<file path="src/rtl/mole_pkg.sv">
`default_nettype none
// ============================================================================
// mole_pkg : shared types and constants for the whack-a-mole game core
// Revision : 1.0
// ============================================================================
package mole_pkg;

    typedef enum logic [1:0] {
        IDLE = 2'd0,
        GAP  = 2'd1,
        UP   = 2'd2,
        OVER = 2'd3
    } state_t;

    typedef logic [3:0] bcd_t;

    // Galois form of x^16 + x^14 + x^13 + x^11 + 1, shifting right
    localparam logic [15:0] LFSR_TAPS         = 16'hB400;
    localparam logic [15:0] LFSR_SEED_DEFAULT = 16'hACE1;

    function automatic logic [15:0] lfsr_step(input logic [15:0] v);
        return {1'b0, v[15:1]} ^ (v[0] ? LFSR_TAPS : 16'h0000);
    endfunction

endpackage
`default_nettype wire

</file>
<file path="src/rtl/bcd_score_counter.sv">
`default_nettype none
// ============================================================================
// bcd_score_counter : two-digit BCD counter, saturating at 99, clear over inc
// Revision : 1.0
// ============================================================================
module bcd_score_counter
    import mole_pkg::*;
(
    input  logic       clk,
    input  logic       reset,
    input  logic       clear,
    input  logic       inc,
    output logic [3:0] tens,
    output logic [3:0] ones
);

    bcd_t tens_q, tens_d;
    bcd_t ones_q, ones_d;
    logic at_max;

    always_comb begin
        tens_d = tens_q;
        ones_d = ones_q;
        at_max = (tens_q == 4'd9) && (ones_q == 4'd9);
        if (clear) begin
            tens_d = 4'd0;
            ones_d = 4'd0;
        end else if (inc && !at_max) begin
            if (ones_q == 4'd9) begin
                ones_d = 4'd0;
                tens_d = tens_q + 4'd1;
            end else begin
                ones_d = ones_q + 4'd1;
            end
        end
    end

    always_ff @(posedge clk) begin
        if (reset) begin
            tens_q <= 4'd0;
            ones_q <= 4'd0;
        end else begin
            tens_q <= tens_d;
            ones_q <= ones_d;
        end
    end

    assign tens = tens_q;
    assign ones = ones_q;

endmodule
`default_nettype wire

</file>
<file path="src/rtl/mole_game_ctrl.sv">
`default_nettype none
// ============================================================================
// mole_game_ctrl : lights pseudo-random moles, scores rising-edge hits in BCD
// Revision : 1.0
// ============================================================================
module mole_game_ctrl
    import mole_pkg::*;
#(
    parameter int          N_MOLES    = 8,
    parameter int          MOLE_TICKS = 50_000_000,
    parameter int          GAP_TICKS  = 12_500_000,
    parameter logic [15:0] LFSR_SEED  = LFSR_SEED_DEFAULT
) (
    input  logic               clk,
    input  logic               reset,
    input  logic               start,
    input  logic               time_up,
    input  logic [N_MOLES-1:0] btn,
    output logic [N_MOLES-1:0] led,
    output logic [3:0]         score_tens,
    output logic [3:0]         score_ones,
    output logic               playing,
    output logic               hit_pulse,
    output logic               miss_pulse
);

    localparam int IDX_W     = $clog2(N_MOLES);
    localparam int MAX_TICKS = (MOLE_TICKS > GAP_TICKS) ? MOLE_TICKS : GAP_TICKS;
    localparam int CNT_W     = $clog2(MAX_TICKS);

    localparam logic [CNT_W-1:0]   GAP_LOAD  = CNT_W'(GAP_TICKS - 1);
    localparam logic [CNT_W-1:0]   MOLE_LOAD = CNT_W'(MOLE_TICKS - 1);
    localparam logic [N_MOLES-1:0] LED_ONE   = {{(N_MOLES-1){1'b0}}, 1'b1};

    state_t             state_q, state_d;
    logic [CNT_W-1:0]   cnt_q, cnt_d;
    logic [15:0]        lfsr_q, lfsr_d;
    logic [IDX_W-1:0]   prev_idx_q, prev_idx_d;
    logic [N_MOLES-1:0] btn_q;
    logic [N_MOLES-1:0] led_q, led_d;
    logic               playing_q, playing_d;
    logic               hit_q, hit_d;
    logic               miss_q, miss_d;

    logic               score_clear;
    logic               score_inc;
    logic [N_MOLES-1:0] rise;
    logic               lit_rise;
    logic               stray_rise;
    logic [IDX_W-1:0]   raw_idx;
    logic [IDX_W-1:0]   next_idx;

    always_comb begin
        rise       = btn & ~btn_q;
        lit_rise   = |(rise & led_q);
        stray_rise = |(rise & ~led_q);
        raw_idx    = lfsr_q[IDX_W-1:0];
        // never light the same mole twice in a row
        next_idx   = (raw_idx == prev_idx_q) ? raw_idx + IDX_W'(1) : raw_idx;
    end

    always_comb begin
        state_d     = state_q;
        cnt_d       = cnt_q;
        led_d       = led_q;
        prev_idx_d  = prev_idx_q;
        lfsr_d      = lfsr_step(lfsr_q);
        hit_d       = 1'b0;
        miss_d      = 1'b0;
        score_clear = 1'b0;
        score_inc   = 1'b0;

        if (start) begin
            state_d     = GAP;
            cnt_d       = GAP_LOAD;
            led_d       = '0;
            score_clear = 1'b1;
        end else begin
            case (state_q)
                GAP: begin
                    if (time_up) begin
                        state_d = OVER;
                        led_d   = '0;
                    end else if (cnt_q == '0) begin
                        state_d    = UP;
                        cnt_d      = MOLE_LOAD;
                        led_d      = LED_ONE << next_idx;
                        prev_idx_d = next_idx;
                    end else begin
                        cnt_d = cnt_q - CNT_W'(1);
                    end
                end
                UP: begin
                    if (time_up) begin
                        state_d = OVER;
                        led_d   = '0;
                    end else if (lit_rise) begin
                        state_d   = GAP;
                        cnt_d     = GAP_LOAD;
                        led_d     = '0;
                        hit_d     = 1'b1;
                        score_inc = 1'b1;
                    end else begin
                        // a stray press does not extend the mole window
                        miss_d = stray_rise;
                        if (cnt_q == '0) begin
                            state_d = GAP;
                            cnt_d   = GAP_LOAD;
                            led_d   = '0;
                        end else begin
                            cnt_d = cnt_q - CNT_W'(1);
                        end
                    end
                end
                default: begin
                    led_d = '0;
                end
            endcase
        end

        playing_d = (state_d == GAP) || (state_d == UP);
    end

    always_ff @(posedge clk) begin
        if (reset) begin
            state_q    <= IDLE;
            cnt_q      <= '0;
            lfsr_q     <= LFSR_SEED;
            prev_idx_q <= '0;
            btn_q      <= '0;
            led_q      <= '0;
            playing_q  <= 1'b0;
            hit_q      <= 1'b0;
            miss_q     <= 1'b0;
        end else begin
            state_q    <= state_d;
            cnt_q      <= cnt_d;
            lfsr_q     <= lfsr_d;
            prev_idx_q <= prev_idx_d;
            btn_q      <= btn;
            led_q      <= led_d;
            playing_q  <= playing_d;
            hit_q      <= hit_d;
            miss_q     <= miss_d;
        end
    end

    bcd_score_counter u_score (
        .clk   (clk),
        .reset (reset),
        .clear (score_clear),
        .inc   (score_inc),
        .tens  (score_tens),
        .ones  (score_ones)
    );

    assign led        = led_q;
    assign playing    = playing_q;
    assign hit_pulse  = hit_q;
    assign miss_pulse = miss_q;

endmodule
`default_nettype wire

</file>
<file path="config.mk">
export PLATFORM = sky130hd
export DESIGN_NAME = mole_game_ctrl
export DESIGN_NICKNAME = d
export VERILOG_FILES = /design/src/rtl/mole_pkg.sv /design/src/rtl/bcd_score_counter.sv /design/src/rtl/mole_game_ctrl.sv
export SDC_FILE = /design/constraint.sdc
export NUM_CORES = 1
export LEC_CHECK = 0
export ABC_AREA = 1
export BUFFER_PORTS_ARGS = -buffer_cell sky130_fd_sc_hd__buf_2
export CORE_UTILIZATION = 30
export CTS_CLUSTER_DIAMETER = 30
export CTS_CLUSTER_SIZE = 16
export DETAILED_ROUTE_END_ITERATION = 8
export PLACE_DENSITY = 0.43
export SETUP_SLACK_MARGIN = 0.5
export SKIP_LAST_GASP = 1
export SYNTH_ARGS = -nofsm -noshare
export SYNTH_HDL_FRONTEND = slang
export SYNTH_HIERARCHICAL = 1
export SYNTH_SLANG_ARGS = --single-unit
</file>
<file path="constraint.sdc">
create_clock -name clk -period 4.1 [get_ports clk]
set_input_delay 0 -clock clk [delete_from_list [all_inputs] [get_ports clk]]
set_output_delay 0 -clock clk [all_outputs]
set_load 0.02 [all_outputs]
</file>
### Yosys cells after proc, flatten, opt, wreduce, memory -nomap -nowiden

Index checks and enable logic that the tools add are counted.

* reductions and logical operators: 17
* bitwise gates (word level): 9
* add/subtract/negate cells: 4
* muxes and demuxes: 28
* shift-type cells: 1
* equality and inequality tests: 13

Operators by type and width (number)
* 2-to-1 mux 26 bit: 5
* one-hot mux 26 bit (2 select lines): 1
* 2-to-1 mux 8 bit: 5
* zero test 26 bit: 1
* subtractor 26 x 1 -> 26 bit, second input constant: 1
* AND 8 bit: 3
* 2-to-1 mux 24 bit: 1
* 2-to-1 mux 16 bit: 1
* NOT 8 bit: 2
* one-hot mux 8 bit (2 select lines): 1
* OR reduction 8 bit: 2
* XOR 15 x 16 -> 16 bit: 1
* 2-to-1 mux 2 bit: 6
* OR reduction 12 bit: 1
* != test 3 bit, second input constant: 3
* adder 4 x 1 -> 4 bit, second input constant: 2
* equality test 4 bit, second input constant: 2
* left shift 1 x 3 -> 8 bit, first input constant: 1
* AND reduction 3 bit: 2
* 2-to-1 mux 1 bit: 5
* equality test 2 x 1 -> 1 bit, second input constant: 2
* equality test 2 bit, second input constant: 2
* 2-to-1 mux 4 bit: 1
* != test 2 bit, second input constant: 2
* 14 further kinds: 19

* register bits after elaboration: 74
* logic and storage cells: 84
* bits of input ports: 12

### Depth between registers and ports, before layout

* depth in word-level cells: 10
* mapped depth: 15
* gate-level depth less buffers: 15

### Modules after synthesis

Netlist, hierarchy kept.

Modules (own cells, without submodules)
* mole_game_ctrl: cells an instance 434, area an instance 3211.8 um^2, seq. area each 1321.3 um^2, times used 1
* bcd_score_counter: cells an instance 63, area an instance 454.2 um^2, seq. area each 160.2 um^2, times used 1

### Worst setup path before layout

No wires, ideal clock.

* path type: flip-flop to flip-flop
* start: register led_q[7] (netlist: led[7])
* end: register u_score.tens_q[3] (netlist: u_score/tens[3])
* library setup time: 0.070 ns
* buffers on the path: 0
* slack: 2.429 ns
* data arrival time: 1.602 ns
* clock period less this slack: 1.671 ns
* cell stages (with the launch flop): 13
* path through: dfxtp_1 > nand3_1 > nand2_1 > inv_1 > nand2_1 > nor2_2 > inv_1 > nand2_1 > nor2_1 > nand3_4 > clkinv_4 > nand2_1 > a21oi_1

* word-level cells in the longest chain between the ends: 8

RTL lines
* from (decl): line mole_game_ctrl.sv:40 `logic [N_MOLES-1:0] led_q, led_d;`
* from (signal assigned): line mole_game_ctrl.sv:141 `led_q <= led_d;`
* AND 8 bit: line mole_game_ctrl.sv:55 `lit_rise = |(rise & led_q);`
* OR reduction 8 bit: line mole_game_ctrl.sv:55
* 2-to-1 mux 1 bit: line mole_game_ctrl.sv:97 `end else if (lit_rise) begin`
* 2-to-1 mux 1 bit: line mole_game_ctrl.sv:94 `if (time_up) begin`
* 2-to-1 mux 1 bit
* 2-to-1 mux 1 bit: line mole_game_ctrl.sv:73 `if (start) begin`
* logical AND 1 bit: line bcd_score_counter.sv:28 `end else if (inc && !at_max) begin`
* AND reduction 2 bit (no source line)
* to (signal assigned): line bcd_score_counter.sv:43 `tens_q <= tens_d;`
* to (decl): line bcd_score_counter.sv:17 `bcd_t tens_q, tens_d;`

Every way passes these cells.
A chain may end at the register's enable or synchronous reset.

### Worst setup path after layout

* start: register state_q[0]
* end: register cnt_q[9]

* word-level cells in the longest chain between the ends: 3
* elaborated cells between the ends (all ways): 7
* those cells by class: eq/ne (4); mux (1); reduce/logical (2)

RTL lines
* from (decl): line mole_game_ctrl.sv:35 `state_t state_q, state_d;`
* from (signal assigned): line mole_game_ctrl.sv:136 `state_q <= state_d;`
* equality test 2 x 1 -> 1 bit or equality test 2 bit (tied branches): line mole_game_ctrl.sv:79 `case (state_q)`
* != test 2 bit (no source line) or nonzero test 2 bit (tied branches)
* AND reduction 3 bit (no source line)
* to (signal assigned): line mole_game_ctrl.sv:137 `cnt_q <= cnt_d;`
* to (decl): line mole_game_ctrl.sv:36 `logic [CNT_W-1:0] cnt_q, cnt_d;`

Several ways; a longest one is shown, not always the timed one.

==> flow_metrics.py <==
metrics = {
    "placed_design": {
        "gp_congestion": 0.808,
        "dp_hpwl_um": 6050,
        "portBuffers": 30,
    },
    "synthesis": {
        "ys_ff_latch": 74,
        "yosysUniqueCellTypes": 40,
        "ys.flop_type": "dfxtp_1",
        "synth_adder_area_share_pct": 2.39,
        "synth_warnings": 6,
        "async_reset_ff_share_pct": 0,
        "synthesis.area_um2": 3670,
        "synth_cells": 497,
        "synth-edff-count": 0,
        "synth.area.mux_share_pct": 0,
        "syn_avg_cell_area_um2": 7.38,
        "synth-simple-area-share_pct": 30.1,
        "synth_nets": 516,
        "synth_top_family_by_area": "simple AND/OR/NAND/NOR gates",
        "seq_area_frac_synth_pct": 40.4,
        "synthXorXnorAreaFrac_pct": 5.97,
        "synth_compound_area_share_pct": 12.1,
    },
    "drt": {
        "antenna_left": 0,
        "wl_per_cell_um": 12.0,
        "drtIter0Drc": 106,
        "via_count": 3203,
        "viasPerCell": 4.65,
        "drt_first_pass_iters": 4,
        "wl_um": 8280,
        "drc_errors": 0,
    },
    "layout": {
        "drive_above_1_share_pct": 14.6,
        "final_nets": 556,
        "syn2layout_area_growth_pct": 19.4,
        "insertedDiodeCount": 0,
        "fin_util_pct": 36.6,
    },
    "clock_network": {
        "cts.sinks": 74,
        "cts_htree_levels": 3,
        "clockRootBuffer": "clkbuf_16",
        "cts_tree": "built",
        "clk_path_buf_depth": 2,
        "clock_latency_ns": 0.33,
        "postCtsSetupBuffers": 0,
        "cts_buffers": 9,
        "cts_resized": 0,
        "cts.clk_slew.worst_paths_ns": 0.06,
    },
    "run_status": {
        "status": "completed",
    },
    "timing": {
        "worstMarginPinSlew_ns": 0.705,
        "holdWs_ns": 0.120,
        "rsz0062_at_grt": "false",
        "timing.fmax_ghz": 0.473,
        "setup_viol": 0,
        "max_slew_margin_pct": 53.0,
        "fin_worst_skew_ns": 0.00497,
        "final.setup.tns_ns": 0,
        "slew_violations": 0,
        "hold_viol_final": 0,
        "post-route-period-util_pct": 51.6,
        "fin_crit_ns": 2.11,
    },
    "worst_setup_path": {
        "crit_required_ns": 4.35,
        "critPathArrivalTime_ns": 2.37,
        "slowest_stage": "dfxtp_1",
        "worstSetupPathType": "flop to flop",
        "crit_fanout": 13,
        "crit_chain": "inv_1, ha_1, inv_2, a21oi_4, nor2_4, clkinv_2, o21ai_2, nand2_1, nor3_1",
        "cp-start-kind": "flop",
        "slowest_delay_ns": 0.38,
        "end_kind": "flop",
    },
    "power": {
        "power.density_nw_per_um2": 449,
        "vdd_drop_max_uv": 264,
        "p_leak_nw": 2.04,
    },
    "floorplanning": {
        "start_util_pct": 30.6,
        "die_h_um": 113,
        "die-area_um2": 12700,
        "die_x_um": 113,
        "rows": 40,
        "fp.coreArea_um2": 12000,
        "ioPinCount": 31,
    },
    "global_routing": {
        "grt_first_pass_wirelength_um": 14600,
        "grt_antenna_before_repair": 0,
        "grtUsageTotal_pct": 14.5,
        "grt_max_degree": 39,
        "grt_pass1_vias": 3070,
        "grt-ovfl-total": 0,
    },
    "job": {
        "drv_cap": 0,
    },
    "hold_path": {
        "hp-class": "primary input to flop",
    },
}
[report_power, final]
part | switching (mW) | internal [mW]
sequential | 0.0313 | 0.759
combinational | 0.168 | 0.0904
clock | 0.304 | 0.613
[flip-flops by register name (all words and copies together), names as in the netlist]
register and cells:
btn_q 8, cnt_q 26, hit_pulse 1, led 8, lfsr_q 16, miss_pulse 1, playing 1, prev_idx_q 3
state_q 2, u_score/ones 4, u_score/tens 4
[timing repair]
item	CTS	global route
hold buffers	8	0
setup endpoints to repair	0	0
endpoints found under the hold margin	8	0
[worst max-delay path, delay by kind of cell, from the launching register on]
| family | cells | cell delay, ns |
|---|---|---|
| buffers and inverters | 3 | 0.38 |
| and+or+nand+nor | 3 | 0.63 |
| DFF | 1 | 0.38 |
| adders and majority gates | 1 | 0.25 |
| AOI/OAI and AO/OA | 2 | 0.40 |
[Yosys cell counts, drive strengths merged, types with 3 or more instances]
| cell | n | area, um2 |
|---|---|---|
| clkinv | 3 | 17.5 |
| or2 | 9 | 56.3 |
| nand2 | 90 | 348 |
| o211a | 8 | 80.1 |
| a31oi | 5 | 31.3 |
| nand3b | 3 | 22.5 |
| nand3 | 32 | 195 |
| nor2 | 76 | 320 |
| nand4 | 10 | 62.6 |
| xor2 | 14 | 123 |
| a21oi | 32 | 171 |
| buf | 5 | 40.0 |
| nor3 | 15 | 91.3 |
| clkbuf | 4 | 15.0 |
| ha | 7 | 87.6 |
| dfxtp | 74 | 1480 |
| o21ai | 25 | 129 |
| inv | 69 | 259 |
| xnor2 | 11 | 96.3 |
[per-stage QoR]
stage | power, mW | setup WS (ns) | instances | area [um2]
floorplan | 0.996 | 2.43 | 497 | 3670
global placement | 1.06 | 2.05 | 665 | 3950
detailed placement | 1.06 | 2.02 | 665 | 3950
CTS | 2.00 | 1.96 | 689 | 4380
global route | 2.07 | 1.74 | 689 | 4380
finish | 1.97 | 1.99 | 689 | 4380
[cell families after synthesis]
family,count (synthesis)
and+or+nand+nor,236
buffers and inverters,81
AOI/OAI and AO/OA,74
DFF,74
xor gates and xnor gates,25
adders and majority gates,7
[metal layers]
layer / track usage (%) / share of wire, % / up-vias
met2: 23.7 / 46 / 65
met1: 18.2 / 48 / 1455
met4: 6.04 / 1.9 / 0
li1: - / - / 1671
met5: 0 / 0 / -
met3: 3.62 / 3.6 / 12
[area by class of cell]
type	instances	area (um2)
Fill cell	1268	7580
Multi-Input combinational cell	342	1850
Sequential cell	74	1480
Inverter	72	277
Clock buffer	10	239
Timing Repair Buffer	38	230
Tap cell	147	184
Clock inverter	6	113
[layout by cell type (no fill, tap or decap), types with 6 or more instances in the layout]
cell / count
dfxtp_1: 74
ha_1: 7
clkbuf_16: 9
nor2_2: 8
buf_2: 30
o21ai_0: 23
nand4_1: 10
inv_1: 66
nor2_1: 66
xnor2_1: 11
o211a_1: 8
or2_2: 6
xor2_1: 14
nor3_1: 13
nand2_1: 86
nand3_1: 28
dlygate4sd3_1: 8
a21oi_1: 31
[worst paths after layout]
kind | start | endpoint | slack [ns] | cells past startpoint
worst max-delay path | state_q[0] | cnt_q[9] | 1.99 | 9
worst min-delay path | time_up | hit_pulse | 0.12 | 4
worst max register to register | state_q[0] | cnt_q[9] | 1.99 | 9
worst min register to register | lfsr_q[5] | lfsr_q[4] | 0.40 | 2
Power figures use the tool's default switching activity.
